### src/rtl/leaf_link_host.sv
// Host end of the leaf link: opens a session, collects the leaf's dual-rail message, then sends the payload bit-serially.
// Optional wait-state watchdog is enabled with `define LEAF_HOST_TIMEOUT_EN.

module leaf_link_pair_dec (
    input  logic [1:0] rail,
    output logic       vld,
    output logic       ill,
    output logic       val
);
    assign vld = rail[0] ^ rail[1];
    assign ill = &rail;
    assign val = rail[0];
endmodule

module leaf_link_host #(
    parameter int NOC_WID     = 16,
    parameter int SEND_LEN    = 8,
    parameter int TIMEOUT_CYC = 1024
) (
    input  logic                  clk,
    input  logic                  rst_n,
    input  logic                  start,
    input  logic [SEND_LEN-1:0]   payload,
    output logic                  busy,
    output logic                  done,
    output logic                  err,
    output logic [NOC_WID-1:0]    rx_msg,
    output logic                  rx_msg_vld,
    output logic                  link_pr,
    output logic [1:0]            link_pd,
    input  logic                  link_pa,
    input  logic [2*NOC_WID-1:0]  link_rd,
    output logic                  link_ra
);
    localparam int IDX_W = (SEND_LEN > 1) ? $clog2(SEND_LEN) : 1;
    localparam logic [IDX_W-1:0] LAST_IDX = IDX_W'(SEND_LEN - 1);

    typedef enum logic [2:0] {
        S_IDLE, S_REQ, S_MSG, S_MACK, S_DATA, S_NULL, S_REL
    } state_t;

    state_t state, next_state;
    logic [SEND_LEN-1:0] pay_q;
    logic [IDX_W-1:0]    idx;

    logic [NOC_WID-1:0] pair_vld, pair_ill, pair_val;
    logic all_vld, any_ill, rd_null;
    logic accept, cap, set_err, fin, idx_inc, tmo;

    for (genvar i = 0; i < NOC_WID; i++) begin : g_pair
        leaf_link_pair_dec u_dec (
            .rail (link_rd[2*i+1:2*i]),
            .vld  (pair_vld[i]),
            .ill  (pair_ill[i]),
            .val  (pair_val[i])
        );
    end

    assign all_vld = &pair_vld;
    assign any_ill = |pair_ill;
    assign rd_null = (link_rd == '0);

`ifdef LEAF_HOST_TIMEOUT_EN
    localparam int CNT_W = $clog2(TIMEOUT_CYC + 1);
    logic [CNT_W-1:0] cnt;

    assign tmo = (cnt == CNT_W'(TIMEOUT_CYC - 1));

    always_ff @(posedge clk or negedge rst_n) begin
        if (!rst_n)
            cnt <= '0;
        else if (next_state != state)
            cnt <= '0;
        else
            cnt <= cnt + 1'b1;
    end
`else
    logic unused_timeout;
    assign unused_timeout = (TIMEOUT_CYC > 0);
    assign tmo = 1'b0;
`endif

    always_comb begin
        next_state = state;
        accept     = 1'b0;
        cap        = 1'b0;
        set_err    = 1'b0;
        fin        = 1'b0;
        idx_inc    = 1'b0;
        case (state)
            S_IDLE: if (start) begin
                accept     = 1'b1;
                next_state = S_REQ;
            end
            S_REQ:  if (link_pa) next_state = S_MSG;
            S_MSG: begin
                if (any_ill) begin
                    set_err    = 1'b1;
                    next_state = S_REL;
                end else if (all_vld) begin
                    cap        = 1'b1;
                    next_state = S_MACK;
                end
            end
            S_MACK: if (rd_null) next_state = S_DATA;
            S_DATA: if (!link_pa) next_state = S_NULL;
            S_NULL: if (link_pa) begin
                if (idx == LAST_IDX) begin
                    next_state = S_REL;
                end else begin
                    idx_inc    = 1'b1;
                    next_state = S_DATA;
                end
            end
            S_REL: if (!link_pa) begin
                fin        = 1'b1;
                next_state = S_IDLE;
            end
            default: next_state = S_IDLE;
        endcase
        // Watchdog only fires when the state would otherwise have stayed put.
        if (tmo && state != S_IDLE && next_state == state) begin
            if (state == S_REL) begin
                fin        = 1'b1;
                next_state = S_IDLE;
            end else begin
                set_err    = 1'b1;
                next_state = S_REL;
            end
        end
    end

    always_ff @(posedge clk or negedge rst_n) begin
        if (!rst_n) begin
            state      <= S_IDLE;
            pay_q      <= '0;
            idx        <= '0;
            busy       <= 1'b0;
            done       <= 1'b0;
            err        <= 1'b0;
            rx_msg     <= '0;
            rx_msg_vld <= 1'b0;
            link_pr    <= 1'b0;
            link_pd    <= 2'b00;
            link_ra    <= 1'b0;
        end else begin
            state      <= next_state;
            busy       <= (next_state != S_IDLE);
            done       <= fin;
            rx_msg_vld <= cap;
            if (cap)
                rx_msg <= pair_val;
            if (accept) begin
                pay_q <= payload;
                idx   <= '0;
                err   <= 1'b0;
            end else begin
                if (set_err)
                    err <= 1'b1;
                if (idx_inc)
                    idx <= idx + 1'b1;
            end
            // Link outputs are a registered decode of the current state.
            link_pr <= (state == S_REQ) || (state == S_MSG) || (state == S_MACK) ||
                       (state == S_DATA) || (state == S_NULL);
            link_ra <= (state == S_MACK);
            link_pd <= (state == S_DATA) ? (pay_q[idx] ? 2'b01 : 2'b10) : 2'b00;
        end
    end
endmodule

### config.mk
export PLATFORM = sky130hd
export DESIGN_NAME = leaf_link_host
export DESIGN_NICKNAME = d
export VERILOG_FILES = /design/src/rtl/leaf_link_host.sv
export SDC_FILE = /design/constraint.sdc
export NUM_CORES = 1
export LEC_CHECK = 0
export ABC_AREA = 1
export BUFFER_PORTS_ARGS = -buffer_cell sky130_fd_sc_hd__buf_4
export CAP_MARGIN = 10
export CORE_ASPECT_RATIO = 2
export CORE_MARGIN = 2
export CORE_UTILIZATION = 56
export CTS_BUF_LIST = sky130_fd_sc_hd__clkbuf_4 sky130_fd_sc_hd__clkbuf_8 sky130_fd_sc_hd__clkbuf_16
export CTS_CLUSTER_SIZE = 14
export DETAILED_ROUTE_END_ITERATION = 10
export PLACE_DENSITY = 0.81
export RECOVER_POWER = 50
export REMOVE_ABC_BUFFERS = 1
export SLEW_MARGIN = 20
export SYNTH_ARGS = -nofsm -noshare
export SYNTH_HDL_FRONTEND = slang
export SYNTH_SLANG_ARGS = --single-unit
### constraint.sdc
create_clock -name clk -period 3.5 [get_ports clk]
set_clock_uncertainty 0.2 [all_clocks]
set_input_delay 0.7 -clock clk [delete_from_list [all_inputs] [get_ports clk]]
set_output_delay 0.7 -clock clk [all_outputs]
set_load 0.005 [all_outputs]
==> results.ini <==
[synth]
ys_warn_count = 0
synth.distinct_cells = 21
ys_seq_elements = 38
synth_top_area_share_pct = 39.3
ys_seq_area_share_pct = 39.3
synth_area_um2 = 2420
synth_flop_cell = dfrtp_1
async_reset_ff_share_pct = 100
synth.avg_cell_area_um2 = 8.18
netlist_top_cells_area = dfrtp_1 (39%), ha_1 (18%), nand2_1 (13%), inv_1 (7.1%), nor2_1 (6.2%)
synthCells = 296
synth-edff-count = 0
synth_area_leader_cell = dfrtp_1

[worst_setup_path]
reg2reg_depth = 8
crit_family = buffers and inverters
rr_startpoint = state[0]
endpoint_kind = async pin
cpMaxStageDelayCell = clkbuf_1
startpoint_type = input port
slowest_delay_ns = 1.46
path_class = in -> async
r2r_slack_ns = 1.73
worstPathArrival_ns = 2.18
worstPathCellList = clkbuf_1
cp_data_required_time_ns = 3.28
crit_buf_inv = 1
critPathMaxFanout = 38
r2r_end = busy

[sta]
layout_setup_ws_ns = 1.09
finalCritPeriodShare_pct = 68.7
period_minus_slack_ns = 2.41
fmax_mhz = 416
final-hold-violation-count = 0
setup_tns_ns = 0
rsz0062_at_grt = no
drv_slew = 39
worst_pin_slew_ns = 2.09
setup_viol = 0
slew-limit-headroom_pct = -39.1

[placed_design]
hpwl_um = 4360
postPlaceCellArea_um2 = 2930
gp_congestion = 0.899
pre_cts_ws_ns = 1.03
io_buffers = 67

[grt]
grt_pass1_wl_um = 8800
grt_usage_pct = 23.5
overflow = 0
antenna_found_initial = 0
grt_max_degree = 39
grt_pass1_vias = 2032

[floorplan]
start_util_pct = 58.6
fp-row-count = 33
dieArea_um2 = 4900
die_width_um = 50.5
ioPinCount = 68
core_um2 = 4130
chipHeight_um = 97.0

[layout]
post-route-util_pct = 72.7
area_delta_synth_final_pct = 24.0
num_antenna_cells = 0
nets = 442
stdcell_area_um2 = 3000
drive_gt1_share_pct = 26.6
seq_area_um2 = 951
num-fill-cells = 353
multiInputGateArea_um2 = 1220

[clock_network]
cts_tree = yes
cts_buffers = 5
clkTransAtPathRegs_ns = 0.07
holdBufCountCts = 0
htreeDepth = 2
clock_sinks = 38
ctsResizeCount = 0
cts_setup_buffers = 0
insertion_delay_ns = 0.28
root_buffer = clkbuf_8
clockBufferDepth = 2

[hold_path]
hold_class = reg -> reg
hold_depth = 2
hold_start = pay_q[6]
worstHoldEndpoint = pay_q[6]

[flow_run]
drv_cap = 1

[power]
p_leak_uw = 0.00176
powerDensity_nw_per_um2 = 456
fin_total_pwr_uw = 1370
ir_worst_vdd_mv = 0.300

[detailed_routing]
drtAntennaViolNets = 0
totalWireLength_um = 5310
vias = 2108
first_pass_iters = 4
routedWlPerCell_um = 12.8
drt_iter0_markers = 33
viasPerCell = 5.07
drc_errors = 0

[outcome]
violations = capacitance limit, slew limit
status = complete, but fails checks

[layout by cell type, fill, tap and decap left out]
master	Yosys	final
dfrtp_1	38	38
nor3_1	1	1
nor3_4	1	1
clkbuf_8	0	5
ha_1	34	34
a21oi_1	3	3
nand4_1	3	3
clkinv_2	0	2
nor2_4	2	2
o21ai_0	11	11
nand2_4	1	1
o21ai_2	16	16
nand2_1	81	81
inv_2	3	2
nand3b_1	1	1
nor2_1	40	40
nor4_1	1	1
nand3_1	6	6
clkbuf_1	0	1
buf_4	1	67
nand3_2	1	1
inv_1	46	47
[layout make-up]
cell class	instances	area share, %
clock buffer	5	2.29
clock inverter	2	0.333
inverter	49	6.12
multi-input combinational	202	40.5
sequential	38	31.7
tap	52	2.17
timing repair buffer	68	16.9
[registers in the layout, summed over array words and instances (netlist names)]
signal and flops:
link_pr 1, busy 1, state 3, link_ra 1, link_pd 2, rx_msg 16, err 1, done 1
pay_q 8, idx 3, rx_msg_vld 1
[logic make-up (layout without fill, tap and decap cells)]
logic type | Yosys count | count (layout) | synth area share (%)
buf+inv | 56 | 124 | 10.4
fa+ha+maj | 34 | 34 | 17.6
simple gates | 138 | 138 | 24.0
flops | 38 | 38 | 39.3
compound gates | 30 | 30 | 8.68
[worst max-delay path by stage]
stage,from,endpoint,depth (start not counted)
final,rst_n,busy,1
after global routing,rst_n,rx_msg[3],1
after CTS,link_rd[30],rx_msg[5],10
after detailed placement,link_rd[30],rx_msg[5],10
after global placement,link_rd[30],rx_msg[14],10
after floorplan,link_rd[14],rx_msg[0],7
[synth_stat cells, types with 2 or more instances]
cell / instances
a21oi_1: 3
buf_6: 5
dfrtp_1: 38
ha_1: 34
inv_1: 46
inv_2: 3
nand2_1: 81
nand3_1: 6
nand4_1: 3
nor2_1: 40
nor2_4: 2
o21ai_0: 11
o21ai_2: 16
[report_power, final]
group          leakage, µW  total, µW  internal (µW)  switching [µW]
clock network    0.0000438        283            134             150
registers         0.000505        622            540            82.4
logic              0.00121        465            198             267
total              0.00176       1370            871             499
[per-layer routing]
layer | track usage (%) | routed length [µm] | vias to the layer above
li1 | - | - | 1042
met1 | 23.8 | 1840 | 993
met2 | 44.1 | 3130 | 58
met3 | 3.09 | 168 | 15
met4 | 11.9 | 170 | 0
met5 | 0 | 0 | -
[metrics by stage]
step	hold slack [ns]	instances
after floorplan	0.204	289
after detailed placement	0.270	409
final	0.277	416
after global routing	0.309	416
after global placement	0.251	409
after CTS	0.188	416
(Power assumes the default switching activity.)
